$ cat src/rtl/uart_pkg.sv
// Shared UART definitions: transmitter FSM states, parity selection constants
// and the default payload width. The receiver uses the same parity constants.
package uart_pkg;

    localparam int unsigned UART_DATA_WIDTH = 8;

    localparam logic PAR_EVEN = 1'b0;
    localparam logic PAR_ODD  = 1'b1;

    typedef enum logic [2:0] {
        IDLE   = 3'd0,
        START  = 3'd1,
        DATA   = 3'd2,
        PARITY = 3'd3,
        STOP   = 3'd4
    } uart_state_e;

endpackage

$ cat src/rtl/uart_tx_serializer.sv
// Data shift register and bit counter for the UART transmitter.
// Ports:
//   CLK, RST   - baud clock, async active-high reset
//   load       - capture load_data and clear the bit counter
//   shift      - rotate word right by one and advance the bit counter
//   load_data  - parallel word to capture
//   word       - current register contents; word[0] is the bit on the line
//   done_c     - counter sits on the last data bit
module uart_tx_serializer
    import uart_pkg::*;
#(
    parameter int unsigned DATA_WIDTH = UART_DATA_WIDTH
) (
    input  logic                  CLK,
    input  logic                  RST,
    input  logic                  load,
    input  logic                  shift,
    input  logic [DATA_WIDTH-1:0] load_data,
    output logic [DATA_WIDTH-1:0] word,
    output logic                  done_c
);

    localparam int unsigned CNT_W = (DATA_WIDTH > 1) ? $clog2(DATA_WIDTH) : 1;

    logic [CNT_W-1:0] bit_cnt;

    // Rotate rather than shift so the full word stays intact for parity.
    always_ff @(posedge CLK or posedge RST) begin
        if (RST) begin
            word    <= '0;
            bit_cnt <= '0;
        end else if (load) begin
            word    <= load_data;
            bit_cnt <= '0;
        end else if (shift) begin
            word    <= {word[0], word[DATA_WIDTH-1:1]};
            bit_cnt <= bit_cnt + CNT_W'(1);
        end
    end

    assign done_c = (bit_cnt == CNT_W'(DATA_WIDTH - 1));

endmodule

$ cat src/rtl/uart_tx.sv
// UART transmitter: frames a parallel word as start, LSB-first data,
// optional parity and stop bit, one bit per CLK cycle.
// Ports:
//   CLK, RST    - baud clock, async active-high reset
//   P_DATA      - word to send, sampled with Data_Valid in IDLE
//   Data_Valid  - send request (ignored while busy)
//   PAR_EN      - append parity bit
//   PAR_TYP     - PAR_EVEN / PAR_ODD
//   TX_OUT      - serial line, idle high, registered
//   busy        - frame in flight, registered
module uart_tx
    import uart_pkg::*;
#(
    parameter int unsigned DATA_WIDTH = UART_DATA_WIDTH
) (
    input  logic                  CLK,
    input  logic                  RST,
    input  logic [DATA_WIDTH-1:0] P_DATA,
    input  logic                  Data_Valid,
    input  logic                  PAR_EN,
    input  logic                  PAR_TYP,
    output logic                  TX_OUT,
    output logic                  busy
);

    uart_state_e           state_q;
    uart_state_e           state_d;
    logic                  par_en_q;
    logic                  par_typ_q;
    logic                  load;
    logic                  shift;
    logic                  tx_d;
    logic                  busy_d;
    logic                  par_bit;
    logic [DATA_WIDTH-1:0] word;
    logic                  done;

    uart_tx_serializer #(
        .DATA_WIDTH (DATA_WIDTH)
    ) u_ser (
        .CLK       (CLK),
        .RST       (RST),
        .load      (load),
        .shift     (shift),
        .load_data (P_DATA),
        .word      (word),
        .done_c    (done)
    );

    // XOR over the word is invariant under the serializer's rotation.
    assign par_bit = (par_typ_q == PAR_ODD) ? ~(^word) : (^word);

    // State register, output flops and request latch.
    always_ff @(posedge CLK or posedge RST) begin
        if (RST) begin
            state_q   <= IDLE;
            TX_OUT    <= 1'b1;
            busy      <= 1'b0;
            par_en_q  <= 1'b0;
            par_typ_q <= PAR_EVEN;
        end else begin
            state_q <= state_d;
            TX_OUT  <= tx_d;
            busy    <= busy_d;
            if (load) begin
                par_en_q  <= PAR_EN;
                par_typ_q <= PAR_TYP;
            end
        end
    end

    // Next state and next output values; outputs are decoded from the next
    // state so the flops present each bit in the cycle that state is active.
    always_comb begin
        state_d = state_q;
        load    = 1'b0;
        shift   = 1'b0;
        tx_d    = 1'b1;
        busy_d  = 1'b1;

        case (state_q)
            IDLE: begin
                if (Data_Valid) begin
                    state_d = START;
                    load    = 1'b1;
                end
            end
            START:  state_d = DATA;
            DATA: begin
                if (done) begin
                    state_d = par_en_q ? PARITY : STOP;
                end else begin
                    shift = 1'b1;
                end
            end
            PARITY: state_d = STOP;
            STOP:   state_d = IDLE;
            default: state_d = IDLE;
        endcase

        case (state_d)
            IDLE:   busy_d = 1'b0;
            START:  tx_d   = 1'b0;
            // Entering DATA the first bit is word[0]; while in DATA the
            // register still holds the bit on the line, so look one ahead.
            DATA:   tx_d   = (state_q == START) ? word[0] : word[1];
            PARITY: tx_d   = par_bit;
            default: tx_d  = 1'b1;
        endcase
    end

endmodule

$ cat config.mk
export PLATFORM = sky130hd
export DESIGN_NAME = uart_tx
export DESIGN_NICKNAME = d
export VERILOG_FILES = /design/src/rtl/uart_pkg.sv /design/src/rtl/uart_tx_serializer.sv /design/src/rtl/uart_tx.sv
export SDC_FILE = /design/constraint.sdc
export NUM_CORES = 1
export LEC_CHECK = 0
export CAP_MARGIN = 20
export CORE_MARGIN = 3
export CORE_UTILIZATION = 50
export DETAILED_ROUTE_END_ITERATION = 6
export PLACE_DENSITY = 0.88
export SYNTH_ARGS = -nofsm -noshare
export SYNTH_HDL_FRONTEND = slang
export SYNTH_SLANG_ARGS = --single-unit
$ cat constraint.sdc
create_clock -name CLK -period 2.9 [get_ports CLK]
set_input_delay 0.725 -clock CLK [delete_from_list [all_inputs] [get_ports CLK]]
set_output_delay 0.725 -clock CLK [all_outputs]
set_load 0.005 [all_outputs]
==> results.tsv <==
stage	metric	value	unit
setup_path	cp_top_family	simple AND/OR/NAND/NOR gates	
layout	final_layout_size_suffix_gt1_frac	0.1579	
logic_synthesis	sequential_cell_area_fraction_in_the_yosys_report	0.5099	
die	floorplan.core_area	1594	um2
die	io_pins	15	
logic_synthesis	synth_nets	92	
placement	place.gp.congestion	0.8400	
detailed_routing	detail_route.iter0.violations	9	
layout	antennaDiodeCount	0	
global_route	grt_max_degree	19	
timing	hold_viol	0	
power	total_power	1.247	mW
logic_synthesis	syn_area_per_cell	11.50	um2
setup_path	worstSetupStartpointType	flip-flop	
setup_path	worstPathArrival	2280	ps
logic_synthesis	mappedNetlistArea	885.9	um2
die	std_cell_rows	14	
logic_synthesis	ys.flop_type	sky130_fd_sc_hd__dfrtp_1	
logic_synthesis	library_cell_with_the_highest_instance_count_after_synthesis	sky130_fd_sc_hd__dfrtp_1	
timing	timing.clock.skew	4.141	ps
logic_synthesis	post_synth_most_frequent_cells	sky130_fd_sc_hd__dfrtp_1 (17), sky130_fd_sc_hd__nand2_1 (15), sky130_fd_sc_hd__a22oi_1 (7)	
cts	ctsRootBufferMaster	sky130_fd_sc_hd__clkbuf_4	
logic_synthesis	largest_area_contributor_in_the_netlist	sky130_fd_sc_hd__dfrtp_1	
timing	hold_slack	519.5	ps
worst_hold_path	worst_min_delay_path_category	flip-flop to flip-flop	
layout	final_cell_area_excluding_filler_cells	1081	um2
setup_path	critPathMaxFanout	10	
logic_synthesis	synthTopCellsByArea	sky130_fd_sc_hd__dfrtp_1 (48%), sky130_fd_sc_hd__nand2_1 (6.4%), sky130_fd_sc_hd__a22oi_1 (5.9%), sky130_fd_sc_hd__xnor2_1 (4.0%), sky130_fd_sc_hd__mux2_2 (3.8%)	
global_route	overflow	0	
placement	hpwl	1153	um
die	die_y	48.09	um
timing	layout_setup_ws	803.6	ps
power	leakagePower	0.4941	nW
setup_path	crit_path_top_delay_cell	sky130_fd_sc_hd__nor4b_2	
detailed_routing	vias_per_cell	5.328	
setup_path	setup.worst_path.class	flip-flop to flip-flop	
setup_path	worstPathRequired	3080	ps
logic_synthesis	synth.ff_latch_count	18	
global_route	global_route.usage.total	0.1602	
setup_path	setup.worst_path.end_class	flip-flop	
logic_synthesis	asyncSetResetFlopFracSynth	1.000	
cts	cts.path.max_buffers	2	
detailed_routing	final_antenna_net_count	0	
layout	area_growth_syn_to_layout	22.03	%
logic_synthesis	synth.distinct_cells	28	
placement	dp_cells	115	
logic_synthesis	synth_enable_flop_cells	0	
timing	timing_worst_slew_pin_value	661.0	ps
timing	timing_max_transition_violations_final	0	
placement	placed_cell_area	1055	um2
die	floorplan.die_area	2313	um2
global_route	grt_pass1_wl	2615	um
timing	grt_setup_unrepaired	false	
cts	worst_skew_pair.late_latency	290	ps
global_route	first_global_vias	600	
cts	hold_buffers	0	
timing	min_period_over_period	0.7229	
timing	fmax	0.4770	GHz
layout	core_utilization_of_the_finished_layout	0.6782	
power	worst_ir_drop_on_vdd	0.0005673	V
detailed_routing	drtPass1Iterations	4	
setup_path	crit_chain	ha_1 > ha_1 > nor4b_2 > nor2_2 > mux2_2	
logic_synthesis	synth-warning-count	0	
detailed_routing	sum_of_routed_wire_length_over_all_layers	1581	um
detailed_routing	via_count_of_the_routed_design	634	
job	max-cap-violations	0	
timing	period_needed	2096	ps
cts	cts.repair.resized	0	
detailed_routing	avgRoutedWirePerCell	13.29	um
layout	nNetsFinal	111	
setup_path	max_stage_delay	620	ps
logic_synthesis	synthCells	77	
timing	fin_setup_tns	0	ps
cts	worst_path_clk_slew	100	ps
cts	clock_tree_from_tritoncts	yes	
global_route	initial_antenna_violation_count	0	
die	die_w	48.09	um
cts	cts-htree-levels	1	
timing	report.final.setup_viol	0	
setup_path	worst-path-buf-inv	0	
logic_synthesis	netlist.area_leader.share	0.4802	
detailed_routing	drc	0	
timing	max-slew-margin-rel	0.5588	
layout	post_layout_nonfiller_instances	119	
placement	port_buffers	14	
cts	cts_num_sinks	18	
cts	cts-buffers-inserted	3	
run_status	run_status	finished clean	
setup_path	crit_path_frequent_cell	sky130_fd_sc_hd__ha_1	
die	start_util	0.5557	
placement	post_placement_worst_setup_slack	680.6	ps
cts	post_cts.repair.setup_buffers	0	
power	pwr_density_cell	1153	nW/um2
## area by class of cell
class / count / area, um2
Fill cell: 124 / 513.0
Sequential cell: 18 / 451.7
Multi-Input combinational cell: 52 / 399.1
Timing Repair Buffer: 16 / 155.1
Tap cell: 24 / 30.03
Clock buffer: 4 / 26.28
Inverter: 5 / 18.77
## placed cells by master, fill, tap and decap left out, drive strengths merged
cell type      instances
ha                     2
xor2                   1
nor3                   2
inv                    5
nor4b                  1
nand2                 15
a31o                   1
xnor2                  5
or3                    1
a21oi                  2
a31oi                  1
xnor3                  1
mux2                   3
nor2b                  1
clkbuf                 4
nor3b                  3
a221oi                 1
dfrtp                 17
nor2                   1
buf                    2
mux2i                  1
a22o                   2
clkdlybuf4s50         14
o21ai                  1
dfstp                  1
a22oi                  7
## final timing paths
check                                 start                to  slack [ps]  cells after the start
min                        u_ser.bit_cnt[2]  u_ser.bit_cnt[2]         520                      1
max                        u_ser.bit_cnt[0]  u_ser.bit_cnt[0]         800                      5
min reg2reg                u_ser.bit_cnt[2]  u_ser.bit_cnt[2]         520                      1
min in group asynchronous               RST  u_ser.bit_cnt[1]         820                      2
max reg2reg                u_ser.bit_cnt[0]  u_ser.bit_cnt[0]         800                      5
max in group asynchronous               RST     u_ser.word[7]        1660                      2
## cells by family (layout without fill, tap and decap cells)
| family | Yosys count | after routing | share of synthesized area |
|---|---|---|---|
| AO/OA/AOI/OAI | 15 | 15 | 0.1229 |
| XOR/XNOR | 7 | 7 | 0.09322 |
| adder cells (fa/ha/maj) | 2 | 2 | 0.02824 |
| buffers and inverters | 7 | 25 | 0.03954 |
| flip-flops | 18 | 18 | 0.5099 |
| multiplexers | 4 | 4 | 0.04943 |
| AND/OR/NAND/NOR | 24 | 24 | 0.1568 |
## sequential cells by signal (all words and copies together), names as in the netlist
signal	flops
TX_OUT	1
state_q	3
par_en_q	1
par_typ_q	1
busy	1
u_ser.bit_cnt	3
u_ser.word	8
## power by group
group	leakage (nW)	internal, mW	total [mW]	switching [mW]
Combinational	0.258	0.364	0.629	0.266
Sequential	0.221	0.375	0.489	0.114
Clock	0.0150	0.0534	0.129	0.0754
## worst register-to-register path: stages (launching register included)
cell and delay, ps:
sky130_fd_sc_hd__dfrtp_1 400, sky130_fd_sc_hd__ha_1 210, sky130_fd_sc_hd__ha_1 220, sky130_fd_sc_hd__nor4b_2 620, sky130_fd_sc_hd__nor2_2 220, sky130_fd_sc_hd__mux2_2 320
## metal layers
layer | vias to the layer above | global-route usage | part of all wire
li1 | 304 | - | -
met1 | 311 | 0.2284 | 0.47
met2 | 19 | 0.2375 | 0.49
met3 | 0 | 0.02583 | 0.043
met4 | 0 | 0.07527 | 0
met5 | - | 0 | 0
(Power assumes the default switching activity.)
